<file path="src/rtl/sr_bank_arbiter_pkg.sv">
// Shared types and defaults for the SR-cell bank arbiter: FSM encoding, op encoding and
// default parameter values.
package sr_bank_arbiter_pkg;

  typedef enum logic [1:0] {
    StIdle    = 2'd0,
    StDrive   = 2'd1,
    StRecover = 2'd2
  } state_e;

  localparam logic OP_SET = 1'b1;
  localparam logic OP_CLR = 1'b0;

  localparam int unsigned DEF_NREQ  = 4;
  localparam int unsigned DEF_WIDTH = 8;
  localparam int unsigned DEF_AW    = 3;
  localparam int unsigned DEF_PULSE = 2;

endpackage

</file>
<file path="src/rtl/sr_bank_arbiter_rr_pick.sv">
// Round-robin selector: picks the first asserted request at or after the pointer position,
// wrapping modulo NREQ.
module rr_pick
  import sr_bank_arbiter_pkg::*;
#(
  parameter int unsigned NREQ = DEF_NREQ,
  parameter int unsigned PW   = (NREQ > 1) ? $clog2(NREQ) : 1
) (
  input  logic [NREQ-1:0] req,
  input  logic [PW-1:0]   pointer,
  output logic [NREQ-1:0] winner,
  output logic            valid
);

  logic [PW-1:0] idx;

  always_comb begin
    winner = '0;
    valid  = 1'b0;
    idx    = '0;
    for (int unsigned k = 0; k < NREQ; k++) begin
      idx = PW'((32'(pointer) + k) % NREQ);
      if (!valid && req[idx]) begin
        winner[idx] = 1'b1;
        valid       = 1'b1;
      end
    end
  end

endmodule

</file>
<file path="src/rtl/sr_bank_arbiter.sv">
// Arbitrates NREQ requesters onto a bank of SR cells with a held S/R pulse and a guard cycle.
// Optional readback checking of the bank Q outputs is enabled by SR_BANK_READBACK_EN.
module sr_bank_arbiter
  import sr_bank_arbiter_pkg::*;
#(
  parameter int unsigned NREQ  = DEF_NREQ,
  parameter int unsigned WIDTH = DEF_WIDTH,
  parameter int unsigned AW    = DEF_AW,
  parameter int unsigned PULSE = DEF_PULSE
) (
  input  logic               clk,
  input  logic               rst,
  input  logic [NREQ-1:0]    req,
  input  logic [NREQ-1:0]    op,
  input  logic [NREQ*AW-1:0] addr,
  output logic [NREQ-1:0]    gnt,
  output logic               busy,
  output logic [WIDTH-1:0]   ff_en,
  output logic [WIDTH-1:0]   s_out,
  output logic [WIDTH-1:0]   r_out,
  output logic [WIDTH-1:0]   shadow
`ifdef SR_BANK_READBACK_EN
  ,
  input  logic [WIDTH-1:0]   q_in,
  output logic               err
`endif
);

  localparam int unsigned PW = (NREQ > 1) ? $clog2(NREQ) : 1;

  state_e           state_q, state_d;
  logic [3:0]       cnt_q, cnt_d;
  logic [PW-1:0]    ptr_q, ptr_d;
  logic [NREQ-1:0]  win_q, win_d;
  logic             op_q, op_d;
  logic [AW-1:0]    addr_q, addr_d;
  logic [WIDTH-1:0] shadow_q, shadow_d;

  logic [NREQ-1:0]  pick;
  logic             pick_valid;
  logic             pick_op;
  logic [AW-1:0]    pick_addr;
  logic [PW-1:0]    pick_idx;
  logic [WIDTH-1:0] sel;

  rr_pick #(
    .NREQ (NREQ),
    .PW   (PW)
  ) u_rr_pick (
    .req     (req),
    .pointer (ptr_q),
    .winner  (pick),
    .valid   (pick_valid)
  );

  always_comb begin
    pick_op   = 1'b0;
    pick_addr = '0;
    pick_idx  = '0;
    for (int unsigned i = 0; i < NREQ; i++) begin
      if (pick[i]) begin
        pick_op   = op[i];
        pick_addr = addr[i*AW +: AW];
        pick_idx  = PW'(i);
      end
    end
  end

  // Out-of-range addresses decode to no cell, so they never drive or update the bank.
  always_comb begin
    sel = '0;
    for (int unsigned i = 0; i < WIDTH; i++) begin
      sel[i] = (32'(addr_q) == i);
    end
  end

  always_comb begin
    state_d  = state_q;
    cnt_d    = cnt_q;
    ptr_d    = ptr_q;
    win_d    = win_q;
    op_d     = op_q;
    addr_d   = addr_q;
    shadow_d = shadow_q;
    unique case (state_q)
      StIdle: begin
        if (pick_valid) begin
          state_d = StDrive;
          cnt_d   = 4'(PULSE - 1);
          win_d   = pick;
          op_d    = pick_op;
          addr_d  = pick_addr;
          ptr_d   = (pick_idx == PW'(NREQ - 1)) ? '0 : pick_idx + 1'b1;
        end
      end
      StDrive: begin
        if (cnt_q == '0) begin
          state_d = StRecover;
        end else begin
          cnt_d = cnt_q - 1'b1;
        end
      end
      StRecover: begin
        state_d  = StIdle;
        shadow_d = (shadow_q & ~sel) | (sel & {WIDTH{op_q}});
      end
      default: state_d = StIdle;
    endcase
  end

  always_ff @(posedge clk or posedge rst) begin
    if (rst) begin
      state_q  <= StIdle;
      cnt_q    <= '0;
      ptr_q    <= '0;
      win_q    <= '0;
      op_q     <= 1'b0;
      addr_q   <= '0;
      shadow_q <= '0;
    end else begin
      state_q  <= state_d;
      cnt_q    <= cnt_d;
      ptr_q    <= ptr_d;
      win_q    <= win_d;
      op_q     <= op_d;
      addr_q   <= addr_d;
      shadow_q <= shadow_d;
    end
  end

  // Outputs decode straight from state so reset clears them without waiting for a clock.
  assign busy   = (state_q != StIdle);
  assign gnt    = (state_q == StRecover) ? win_q : '0;
  assign ff_en  = (state_q == StDrive) ? sel : '0;
  assign s_out  = (state_q == StDrive && op_q == OP_SET) ? sel : '0;
  assign r_out  = (state_q == StDrive && op_q == OP_CLR) ? sel : '0;
  assign shadow = shadow_q;

`ifdef SR_BANK_READBACK_EN
  logic err_q, err_d;

  always_comb begin
    err_d = err_q;
    if (state_q == StRecover && |(sel & (q_in ^ {WIDTH{op_q}}))) begin
      err_d = 1'b1;
    end
  end

  always_ff @(posedge clk or posedge rst) begin
    if (rst) begin
      err_q <= 1'b0;
    end else begin
      err_q <= err_d;
    end
  end

  assign err = err_q;
`endif

endmodule

</file>
<file path="config.mk">
export PLATFORM = sky130hd
export DESIGN_NAME = sr_bank_arbiter
export DESIGN_NICKNAME = d
export VERILOG_FILES = /design/src/rtl/sr_bank_arbiter_pkg.sv /design/src/rtl/sr_bank_arbiter_rr_pick.sv /design/src/rtl/sr_bank_arbiter.sv
export SDC_FILE = /design/constraint.sdc
export NUM_CORES = 1
export LEC_CHECK = 0
export ABC_AREA = 1
export CORE_ASPECT_RATIO = 1.1
export CORE_MARGIN = 2
export CORE_UTILIZATION = 47
export CTS_BUF_LIST = sky130_fd_sc_hd__clkbuf_8
export DETAILED_ROUTE_END_ITERATION = 7
export GPL_TIMING_DRIVEN = 0
export PLACE_DENSITY = 0.91
export SLEW_MARGIN = 20
export SYNTH_ARGS = -nofsm -noshare
export SYNTH_HDL_FRONTEND = slang
export SYNTH_SLANG_ARGS = --single-unit
</file>
<file path="constraint.sdc">
create_clock -name clk -period 2.3 [get_ports clk]
set_input_delay 0.46 -clock clk [delete_from_list [all_inputs] [get_ports clk]]
set_output_delay 0.46 -clock clk [all_outputs]
set_load 0.03 [all_outputs]
</file>
* Yosys cells after proc, flatten, opt, wreduce, memory -nomap -nowiden
Cells that the tools add are included.
** Word-level totals
- Register bits after elaboration :: 24
- Bits of input ports :: 22
- Output and inout port bits :: 37
- Logic and storage cells :: 107
** Cells by class
- Add/sub/neg operators :: 5
- $lt $le $gt $ge :: 8
- Eq/ne operators :: 13
- Muxes and demuxes :: 46
- Bitwise operators :: 8
- Reduce and logical (&&, ||, !) cells :: 20
** Operators by type and width (number)
- $mux 4 :: 7
- $mux 8 :: 3
- $mux 1 :: 17
- $and 8x8->8 :: 2
- $eq 3x3->1 const B :: 4
- $lt 2x3->1 const B :: 4
- $mux 3 :: 4
- $or 4x4->4 :: 3
- $mux 2 :: 5
- $logic_and 1x1->1 :: 9
- $bmux 1 s2 :: 4
- $demux 1 s2 :: 4
- $ge 2x1->1 const B :: 4
- $not 8->8 :: 1
- $or 8x8->8 :: 1
- $pmux 4 s2 :: 1
- $eq 3x2->1 const B :: 2
- $ne 2x2->1 const B :: 3
- $add 2x1->2 const B :: 2
- $add 2x2->2 const B :: 2
- $eq 2x2->1 const B :: 2
- $logic_not 4->1 :: 1
- $pmux 2 s2 :: 1
- $reduce_and 2->1 :: 2
- other kinds (9) :: 12

* Longest topological paths before layout
Gate-level depths: netlist of run 1.
- Word-level depth :: 17
- Gate-level depth with buffers :: 15
- Gate-level depth less buffers :: 15

* Modules after synthesis
A second synthesis of run 1 with hierarchy kept.
** Unflattened totals
- Cell total of the unflattened synthesis :: 260
- Area, all modules :: 1759.2 sq um
** Modules (own cells, without submodules)
- sr_bank_arbiter :: times used 1, cells each 184, area an instance 1340.0 sq um, seq. area each 600.6 sq um
- rr_pick :: times used 1, cells each 76, area an instance 419.2 sq um, seq. area each 0.0 sq um

* Worst setup path before layout of run 1
OpenSTA, ideal clock, no wires.
- Path kind :: register -> register
- From :: reg ptr_q[0]
- To :: reg addr_q[0]
- Setup time :: 116 ps
- Arrival time :: 1881 ps
- Data required time :: 2184 ps
- Path slack :: 302 ps
- Cell stages (with the launch flop) :: 16
- Path buffers :: 1
- Period minus slack after synthesis :: 1998 ps
- Path through :: dfrtp_1 inv_2 ha_1 inv_1 nand3_1 nand2_2 nand2_2 nor2_4 nand3_1 nand2_1 buf_6 inv_2 nand3_1 nand3_1 nand2_1 nand2_1
** Between the ends
- Longest elaborated chain between the ends :: 16
- Elaborated cells between the ends (all ways) :: 53
- Classes of those cells :: 3 x add/sub; 8 x order compare; 28 x mux; 3 x bitwise; 11 x reduce/logical
** Ends and longest elaborated chain
- start: declaration :: line sr_bank_arbiter.sv:33 : logic [PW-1:0] ptr_q, ptr_d;
- start signal: assignment :: line sr_bank_arbiter.sv:123 : ptr_q <= ptr_d;
- branches (longest 16 deep; another with $lt 2x3->1)
- end signal: assignment :: line sr_bank_arbiter.sv:126 : addr_q <= addr_d;
- end: declaration :: line sr_bank_arbiter.sv:36 : logic [AW-1:0] addr_q, addr_d;
Parallel ways; which one is timed is not known. The select of a mux whose other input is x is not followed.
A chain may end at the register's enable or synchronous reset.

* Worst setup path after layout of run 1
- From :: reg state_q[0]
- To :: out gnt[2]
** Between the ends
- Longest elaborated chain between the ends :: 2
** Ends and longest elaborated chain
- start: declaration :: line sr_bank_arbiter.sv:31 : state_e state_q, state_d;
- start signal: assignment :: line sr_bank_arbiter.sv:113 : state_q <= StIdle;
- start signal: assignment :: line sr_bank_arbiter.sv:121 : state_q <= state_d;
- $eq 2x2->1 :: line sr_bank_arbiter.sv:133 : assign gnt = (state_q == StRecover) ? win_q : '0;
- $mux 4 :: line sr_bank_arbiter.sv:133
- end: declaration :: line sr_bank_arbiter.sv:16 : output logic [NREQ-1:0] gnt,
No other way between the ends.

==> summary.txt, run 1 <==
Inserted Diodes: 0
Worst Path Buf+Inv: 2
Post-synthesis sequential area ratio: 34.38%
Tot GR Track Use: 22.90%
Initial antenna violation count: 0
Crit path largest cell delay: 0.68 ns
Final Critical Period: 2.167 ns
Max Freq: 461.6 MHz
YS warnings: 0
Post-CTS Hold Fix Bufs: 0
Most used cells in the layout excluding fill and tap cells: nand2_1, nor2_1, clkdlybuf4s50_1
Layout Cells excl Fill: 375
Via Count: 1934
Max-cap viol count: 0
Arr. time, crit path: 1.71 ns
FF-to-FF End: ptr_q[1]$_DFFE_PP0P_
Share of cells above drive strength 1: 11.08%
Startpoint Class: flop
DR iter-0 viols: 146
Crit Reg-Reg Startpoint: ptr_q[0]$_DFFE_PP0P_
DRC violations left: 0
Max Clock Skew: 0.003948 ns
Crit end category: output port
Most common cell after layout, fill and taps aside: nand2_1
Die W: 62.13 um
Worst hold stages: 2
Post-Syn Instances: 262
Worst-path clk slew: 0.08 ns
WP data required: 1.84 ns
Netlist Area Pre-Place: 0.001747 mm2
Placed Cells: 370
Largest delay share family, worst path: buffers and inverters
Drt first pass iters: 4
Largest net degree at the start of global routing: 25
First-pass GRT wire length: 7797 um
Worst-skew pair later-pin latency: 0.26 ns
Min Hold Slack: 0.4968 ns
Hold Crit Class: reg -> reg
H-tree depth: 1
Core Rows: 23
I/O pins: 59
Core Area: 0.003597 mm2
Post-layout net count: 357
Avg Synthesized Cell Area: 6.667 um2
Die H: 67.94 um
Peak supply drop: 0.7029 mV
Slew HR: 40.61%
DPL Wire Length: 3552 um
Area Overhead vs Synth: 41.05%
Register area: 604.3 um2
Worst Tran Pin Value: 0.8899 ns
Setup Viol. Count Final: 0
Starting Density: 48.56%
Final Cycle Share: 94.20%
Final WL: 4685 um
WL per Instance: 12.49 um
Critical path cell sequence: inv_1, nand2_1, nor2_1, clkdlybuf4s50_1
Post-DRT Antenna Nets: 0
Port Buffer Count: 58
Clock Path Buffers: 2
CP Max Fanout: 8
R2R depth: 13
Max Transition Viols Final: 0
Area of the multi-input gates: 0.001003 mm2
DR vias/cell: 5.157
Post-synth cell types: 26
GRT overflow: 0
CTS Root Buffer Type: clkbuf_8
Critical path class: reg -> out
Number of global-route vias before repair: 1805
CTS tree: built
# fillers: 311
Slowest cell on the critical path: clkdlybuf4s50_1
Die ar.: 0.004220 mm2
Pwr Density: 1433 mW/mm2
Leak pwr: 1.337 nW
Routability congestion estimate: 0.8534
Flop-to-flop setup slack: 0.16 ns
Status: finished clean
# clock sinks: 24
Hold Violations, Final: 0
Synth Register Bits: 24
Syn Nets: 292
TritonCTS Buffers: 3
-- worst register-to-register path, stage by stage (launching register included) --
cell and delay, ns:
dfrtp_2 0.45, inv_4 0.12, ha_1 0.28, inv_2 0.10
nand3_1 0.12, nand2_2 0.12, nand2_2 0.07, nor2_4 0.13
nand2_1 0.08, nand2_1 0.13, buf_6 0.15, nor2_1 0.07
o21ai_1 0.09, o21ai_0 0.11
-- stage by stage --
stage,utilization [%],setup slack (ns),total power [mW],setup TNS [ns],cell area [um2]
6_report,68.49,0.1335,3.530,0,2464
5_1_grt,68.49,-0.01566,3.885,-0.01566,2464
4_1_cts,67.34,0.03960,3.453,0,2422
3_5_place_dp,66.43,-0.05906,3.235,-0.2124,2390
3_3_place_gp,66.43,0.02437,3.146,0,2390
2_1_floorplan,-,0.3023,2.522,0,1747
-- routing by layer --
| layer | global-route usage [%] | wire length, um |
|---|---|---|
| met5 | 0 | 0 |
| met4 | 8.611 | 83 |
| met3 | 5.099 | 286 |
| met2 | 39.81 | 2260 |
| met1 | 28.45 | 2054 |
-- what timing repair did --
| item | CTS | global route |
|---|---|---|
| cloned | 0 | 0 |
| hold endpoints to repair | 0 | 0 |
| setup buffers | 0 | 3 |
| pin swaps | 0 | 0 |
| gates resized for setup | 34 | 8 |
| endpoints found under the setup margin | 28 | 11 |
-- synthesized netlist by cell type --
library cell | number | area [um2]
a21boi_0 | 2 | 15.01
a21oi_1 | 18 | 90.09
a31oi_1 | 3 | 18.77
buf_4 | 1 | 7.510
buf_6 | 1 | 11.26
clkbuf_1 | 1 | 3.750
clkinv_1 | 2 | 7.510
dfrtp_1 | 24 | 600.6
ha_1 | 8 | 100.1
inv_1 | 32 | 120.1
inv_2 | 4 | 15.01
nand2_1 | 60 | 225.2
nand2_2 | 6 | 37.54
nand2_4 | 1 | 11.26
nand3_1 | 25 | 125.1
nand3_2 | 2 | 20.02
nand3_4 | 2 | 35.03
nand4_1 | 1 | 6.260
nor2_1 | 51 | 191.4
nor2_4 | 1 | 11.26
nor3_1 | 3 | 15.01
nor4_1 | 1 | 6.260
o21ai_0 | 8 | 40.04
o21ai_1 | 3 | 15.01
xnor2_1 | 1 | 8.760
xor2_1 | 1 | 8.760
-- power breakdown --
part | switching [mW] | internal, mW
Combinational | 1.68 | 0.858
Sequential | 0.155 | 0.603
Clock | 0.118 | 0.117
Total | 1.95 | 1.58
-- worst max path at each step --
stage,cells after the start,end,startpoint
2_1_floorplan,15,addr_q[0]$_DFFE_PP0P_,ptr_q[0]$_DFFE_PP0P_
3_5_place_dp,13,ptr_q[1]$_DFFE_PP0P_,ptr_q[0]$_DFFE_PP0P_
5_1_grt,15,addr_q[0]$_DFFE_PP0P_,ptr_q[0]$_DFFE_PP0P_
4_1_cts,13,ptr_q[1]$_DFFE_PP0P_,ptr_q[0]$_DFFE_PP0P_
6_report,4,gnt[2],state_q[0]$_DFFE_PP0P_
3_3_place_gp,5,ff_en[3],addr_q[2]$_DFFE_PP0P_
-- cell type report --
type	count	share of cell area, %
Tap cell	50	2.539
Buffer	2	0.9142
Timing Repair Buffer	61	23.57
Inverter	38	6.044
Sequential cell	24	24.53
Multi-Input combinational cell	197	40.73
Clock buffer	3	1.676
-- kinds of logic after synthesis --
kind of cell               synth area share [%]
buffers and inverters                     9.456
DFF                                       34.38
and+or+nand+nor                           39.18
adders and majority gates                 5.731
xor gates and xnor gates                  1.003
AOI/OAI and AO/OA                         10.24
Power figures use the tool's default switching activity.
==> inputs of run 2 (changes only) <==
--- a/config.mk
+++ b/config.mk
@@ -12,6 +12,7 @@
 export CTS_BUF_LIST = sky130_fd_sc_hd__clkbuf_8
 export DETAILED_ROUTE_END_ITERATION = 7
 export GPL_TIMING_DRIVEN = 0
+export HOLD_SLACK_MARGIN = 0.1
 export PLACE_DENSITY = 0.91
 export SLEW_MARGIN = 20
 export SYNTH_ARGS = -nofsm -noshare
==> constraint.sdc (replaced) <==
create_clock -name clk -period 2.3 [get_ports clk]
set_input_delay 0.69 -clock clk [delete_from_list [all_inputs] [get_ports clk]]
set_output_delay 0.69 -clock clk [all_outputs]
set_load 0.03 [all_outputs]
==> summary.txt, run 2 (synthesis gave the netlist of run 1 again) <==
Status: finished clean
Slew HR: 40.14%
Largest net degree at the start of global routing: 25
Core Area: 0.003597 mm2
Critical path class: reg -> out
WP data required: 1.61 ns
DR iter-0 viols: 115
Setup TNS: 0 ns
Hold Violations, Final: 0
Initial antenna violation count: 0
Core Rows: 23
Die W: 62.13 um
WL per Instance: 13.24 um
Pwr Density: 1490 mW/mm2
TritonCTS Buffers: 3
Unrepaired setup endpoints after global routing: true
Startpoint Class: flop
Leak pwr: 1.242 nW
Worst-skew pair later-pin latency: 0.26 ns
Worst-path clk slew: 0.08 ns
Most common cell after layout, fill and taps aside: nand2_1
Inserted Diodes: 0
Peak supply drop: 0.7665 mV
H-tree depth: 1
Total power draw: 3.718 mW
Clock Path Buffers: 2
Max Freq: 444.4 MHz
Port Buffer Count: 58
Tot GR Track Use: 23.01%
# clock sinks: 24
CP Max Fanout: 6
Most used cells in the layout excluding fill and tap cells: nand2_1, nor2_1, inv_1
Setup Viol. Count Final: 0
Post-layout net count: 360
Max Clock Skew: 0.002534 ns
Post-DRT Antenna Nets: 0
Via Count: 2007
Starting Density: 48.56%
I/O pins: 59
Placed Cells: 370
Drt first pass iters: 5
Die ar.: 0.004220 mm2
Min Hold Slack: 0.5012 ns
Area Overhead vs Synth: 42.84%
R2R depth: 13
Gate power share: 72.5%
Share of cells above drive strength 1: 23.17%
CTS Root Buffer Type: clkbuf_8
Final Cycle Share: 97.83%
Flop-to-flop setup slack: 0.17 ns
CP endpoint: ff_en[0]
Layout Cells excl Fill: 378
Area of the multi-input gates: 0.001052 mm2
CP Launch Point: addr_q[1]$_DFFE_PP0P_
Part of the power in the clock network: 6.3%
Register area: 606.8 um2
Final WL: 5005 um
P_int: 1.649 mW
Worst Tran Pin Value: 0.8970 ns
Crit end category: output port
Number of global-route vias before repair: 1820
DRC violations left: 0
Arr. time, crit path: 1.56 ns
Final Util: 69.36%
Crit Reg-Reg Startpoint: ptr_q[0]$_DFFE_PP0P_
FF-to-FF End: ptr_q[1]$_DFFE_PP0P_
Final Critical Period: 2.250 ns
# fillers: 301
Max Transition Viols Final: 0
Post-CTS Hold Fix Bufs: 0
DR vias/cell: 5.310
Sw power: 2.069 mW
First-pass GRT wire length: 7838 um
Sw Share: 55.65%
DPL Wire Length: 3552 um
Hold Crit Class: reg -> reg
Routability congestion estimate: 0.8534
Max-cap viol count: 0
CTS tree: built
Die H: 67.94 um
Sequential share of power: 21.1%
GRT overflow: 0
run 2: timing repair:
item                       in CTS  in global routing
gates cloned                    0                  1
setup buffers                   0                  5
gates resized for setup        67                 56
pin swaps                       0                  1
setup endpoints to repair      32                 31
run 2: worst min path at each step:
stage	cells past startpoint	endpoint	from
finish	2	flop	flop
floorplan	1	cnt_q[0]$_DFFE_PP0P_	cnt_q[0]$_DFFE_PP0P_
detailed placement	2	flop	flop
global placement	2	flop	flop
global route	1	cnt_q[0]$_DFFE_PP0P_	cnt_q[0]$_DFFE_PP0P_
CTS	2	flop	flop
run 2: cell type report:
class | count | area share (%)
Tap cell | 50 | 2.508
Inverter | 38 | 6.169
Timing Repair Buffer | 64 | 22.42
Multi-Input combinational cell | 197 | 42.18
Sequential cell | 24 | 24.32
Clock buffer | 3 | 1.655
Buffer | 2 | 0.7523
run 2: power by group through the flow:
stage	clock network (mW)	logic (mW)	registers [mW]
3_3_place_gp	0	2.41	0.734
3_5_place_dp	0	2.49	0.740
2_1_floorplan	0	1.71	0.811
6_report	0.236	2.70	0.786
4_1_cts	0.242	2.46	0.773
5_1_grt	0.263	2.98	0.805
run 2: stage by stage:
stage	setup WS (ns)	cell area, um2
final	0.04990	2495
after global routing	-0.04132	2495
after CTS	0.001435	2455
after detailed placement	-0.2751	2390
after global placement	-0.2056	2390
after floorplan	0.2862	1747
run 2: layer usage:
metal	share of wire [%]	routed length (um)	track usage [%]	vias to the layer above
li1	-	-	-	965
met1	43	2162	28.04	939
met2	48	2413	40.76	90
met3	6.8	339	5.099	13
met4	1.8	89	8.611	0
met5	0	0	0	-
run 2: worst max-delay path, stage by stage (launching register included):
cell and delay, ns:
dfrtp_2 0.47, nor2_1 0.23, nand2_1 0.14, nor2_1 0.15, clkdlybuf4s15_2 0.31
==> inputs of run 3 (changes only) <==
--- a/config.mk
+++ b/config.mk
@@ -5,7 +5,6 @@
 export SDC_FILE = /design/constraint.sdc
 export NUM_CORES = 1
 export LEC_CHECK = 0
-export ABC_AREA = 1
 export CORE_ASPECT_RATIO = 1.1
 export CORE_MARGIN = 2
 export CORE_UTILIZATION = 47
==> summary.txt, run 3 <==
Drt first pass iters: 4
Most frequent cells after synthesis: dfrtp_1, nand2_1, nor2_1
WL per Instance: 16.25 um
Status: finished, violations left
Slew HR: 40.82%
CTS tree: built
Routability congestion estimate: 0.8179
Netlist Area Pre-Place: 0.001745 mm2
Post-synth cell types: 41
Final WS setup: -0.4158 ns
I/O pins: 59
GRT overflow: 0
# clock sinks: 24
Unrepaired setup endpoints after global routing: true
Number of global-route vias before repair: 1823
Post-DRT Antenna Nets: 0
Share of cells above drive strength 1: 40.36%
Setup Viol. Count Final: 9
Synth top area share: 34.41%
Via Count: 1883
Syn Nets: 232
DR iter-0 viols: 76
Most common cell after layout, fill and taps aside: clkdlybuf4s50_1
Worst-skew pair later-pin latency: 0.28 ns
TritonCTS Buffers: 3
Max-cap viol count: 0
Port Buffer Count: 58
EDFF count, synth: 0
Final Cycle Share: 118.1%
Ranking of synthesized cells by area: dfrtp_1, ha_1, mux2_2, nand2_1, nor2_1
Post-Syn Instances: 202
Tot GR Track Use: 24.77%
Worst Tran Pin Value: 0.8868 ns
Violated checks: setup timing
DRC violations left: 0
Clock Path Buffers: 2
YS warnings: 0
Starting Density: 48.52%
Die ar.: 0.004218 mm2
Count leader, synth: dfrtp_1
Startpoint Class: flop
Leak pwr: 1.162 nW
Max Freq: 368.2 MHz
Flop-to-flop setup slack: -0.42 ns
Largest area contributor in the netlist: dfrtp_1
Core Rows: 23
Hold Violations, Final: 0
Max Clock Skew: 0.009168 ns
Pwr Density: 1557 mW/mm2
Peak supply drop: 0.9959 mV
Worst-path clk slew: 0.09 ns
Hold Crit Class: reg -> reg
Placed Instance Area: 0.002454 mm2
Max Transition Viols Final: 0
Total power draw: 4.324 mW
Critical path class: reg -> reg
Inserted Diodes: 0
Initial antenna violation count: 0
Die H: 67.92 um
Synth Register Bits: 24
Post-synthesis sequential area ratio: 34.41%
WP data required: 2.50 ns
Arr. time, crit path: 2.91 ns
Die W: 62.11 um
Final Critical Period: 2.716 ns
H-tree depth: 1
Post-CTS Hold Fix Bufs: 0
Post-route cell area: 0.002778 mm2
CTS Root Buffer Type: clkbuf_8
Synth async-reset ratio: 100.0%
Crit end category: flop
Core Area: 0.003597 mm2
Final WL: 5362 um
DR vias/cell: 5.706
CP Max Fanout: 5
Avg Synthesized Cell Area: 8.641 um2
Ys flop type: dfrtp_1
Area Overhead vs Synth: 59.14%
DPL Wire Length: 3569 um
First-pass GRT wire length: 8224 um
Largest net degree at the start of global routing: 25
Post-layout net count: 311
Most used cells in the layout excluding fill and tap cells: clkdlybuf4s50_1, nand2_1, nor2_1, dfrtp_1, buf_4
-- run 3: layout make-up --
| class | count | area [um2] |
|---|---|---|
| Buffer | 8 | 60.06 |
| Clock buffer | 3 | 41.29 |
| Clock inverter | 1 | 30.03 |
| Fill cell | 243 | 819.5 |
| Inverter | 9 | 38.79 |
| Multi-Input combinational cell | 159 | 1304 |
| Sequential cell | 24 | 606.8 |
| Tap cell | 50 | 62.56 |
| Timing Repair Buffer | 76 | 634.4 |
-- run 3: repair_timing --
action / CTS / global route
setup buffers: 10 / 8
pin swaps: 15 / 21
gates resized for setup: 118 / 71
endpoints found under the setup margin: 42 / 42
-- run 3: critical path, cell delays in order, from the launching register on --
cell and delay, ns:
dfrtp_2 0.41, buf_8 0.11, inv_6 0.03, ha_4 0.26, mux4_2 0.54, or3b_1 0.37
a22o_1 0.25, a211oi_4 0.34, nand2_1 0.12, a41oi_2 0.20
-- run 3: cells by family (layout without fill, tap and decap cells) --
group	after synthesis	after routing	synth area share (%)
XOR/XNOR	2	2	1.004
buffers and inverters	19	97	4.086
adder cells (fa/ha/maj)	8	8	5.735
flip-flops	24	24	34.41
multiplexers	11	11	9.032
AND/OR/NAND/NOR	107	107	32.19
AO/OA/AOI/OAI	31	31	13.55
-- run 3: stage by stage --
stage               setup slack, ns  hold slack (ns)  utilization (%)  cells  TNS [ns]
finish                      -0.4158           0.4949            77.22    330    -2.447
global route                -0.4572           0.5275            77.22    330    -3.054
CTS                         -0.4431           0.4951            74.96    322    -2.545
detailed placement          -0.8853           0.4741            68.21    310    -15.38
global placement            -0.8456           0.4558            68.21    310    -14.45
floorplan                   -0.3860           0.4374                -    202    -4.454
-- run 3: layer usage --
metal / track usage, % / vias to the layer above / part of all wire, %
met3: 4.934 / 13 / 6.3
met2: 48.10 / 84 / 53
met1: 26.22 / 913 / 38
met5: 0 / - / 0
li1: - / 873 / -
met4: 12.22 / 0 / 2.6
-- run 3: final timing paths --
| kind | startpoint | end | cells after the start |
|---|---|---|---|
| max in group asynchronous | rst | ptr_q[1]$_DFFE_PP0P_ | 2 |
| max | ptr_q[0]$_DFFE_PP0P_ | addr_q[1]$_DFFE_PP0P_ | 9 |
| min in group asynchronous | rst | cnt_q[1]$_DFFE_PP0P_ | 2 |
| min | win_q[2]$_DFFE_PP0P_ | win_q[2]$_DFFE_PP0P_ | 2 |
| max reg2reg | ptr_q[0]$_DFFE_PP0P_ | addr_q[1]$_DFFE_PP0P_ | 9 |
| min reg2reg | win_q[2]$_DFFE_PP0P_ | win_q[2]$_DFFE_PP0P_ | 2 |
-- run 3: power by group --
group	internal (mW)	switching [mW]	total (mW)	leakage (nW)
sequential	0.625	0.199	0.824	0.293
combinational	1.34	1.77	3.12	0.834
clock	0.233	0.148	0.382	0.0357
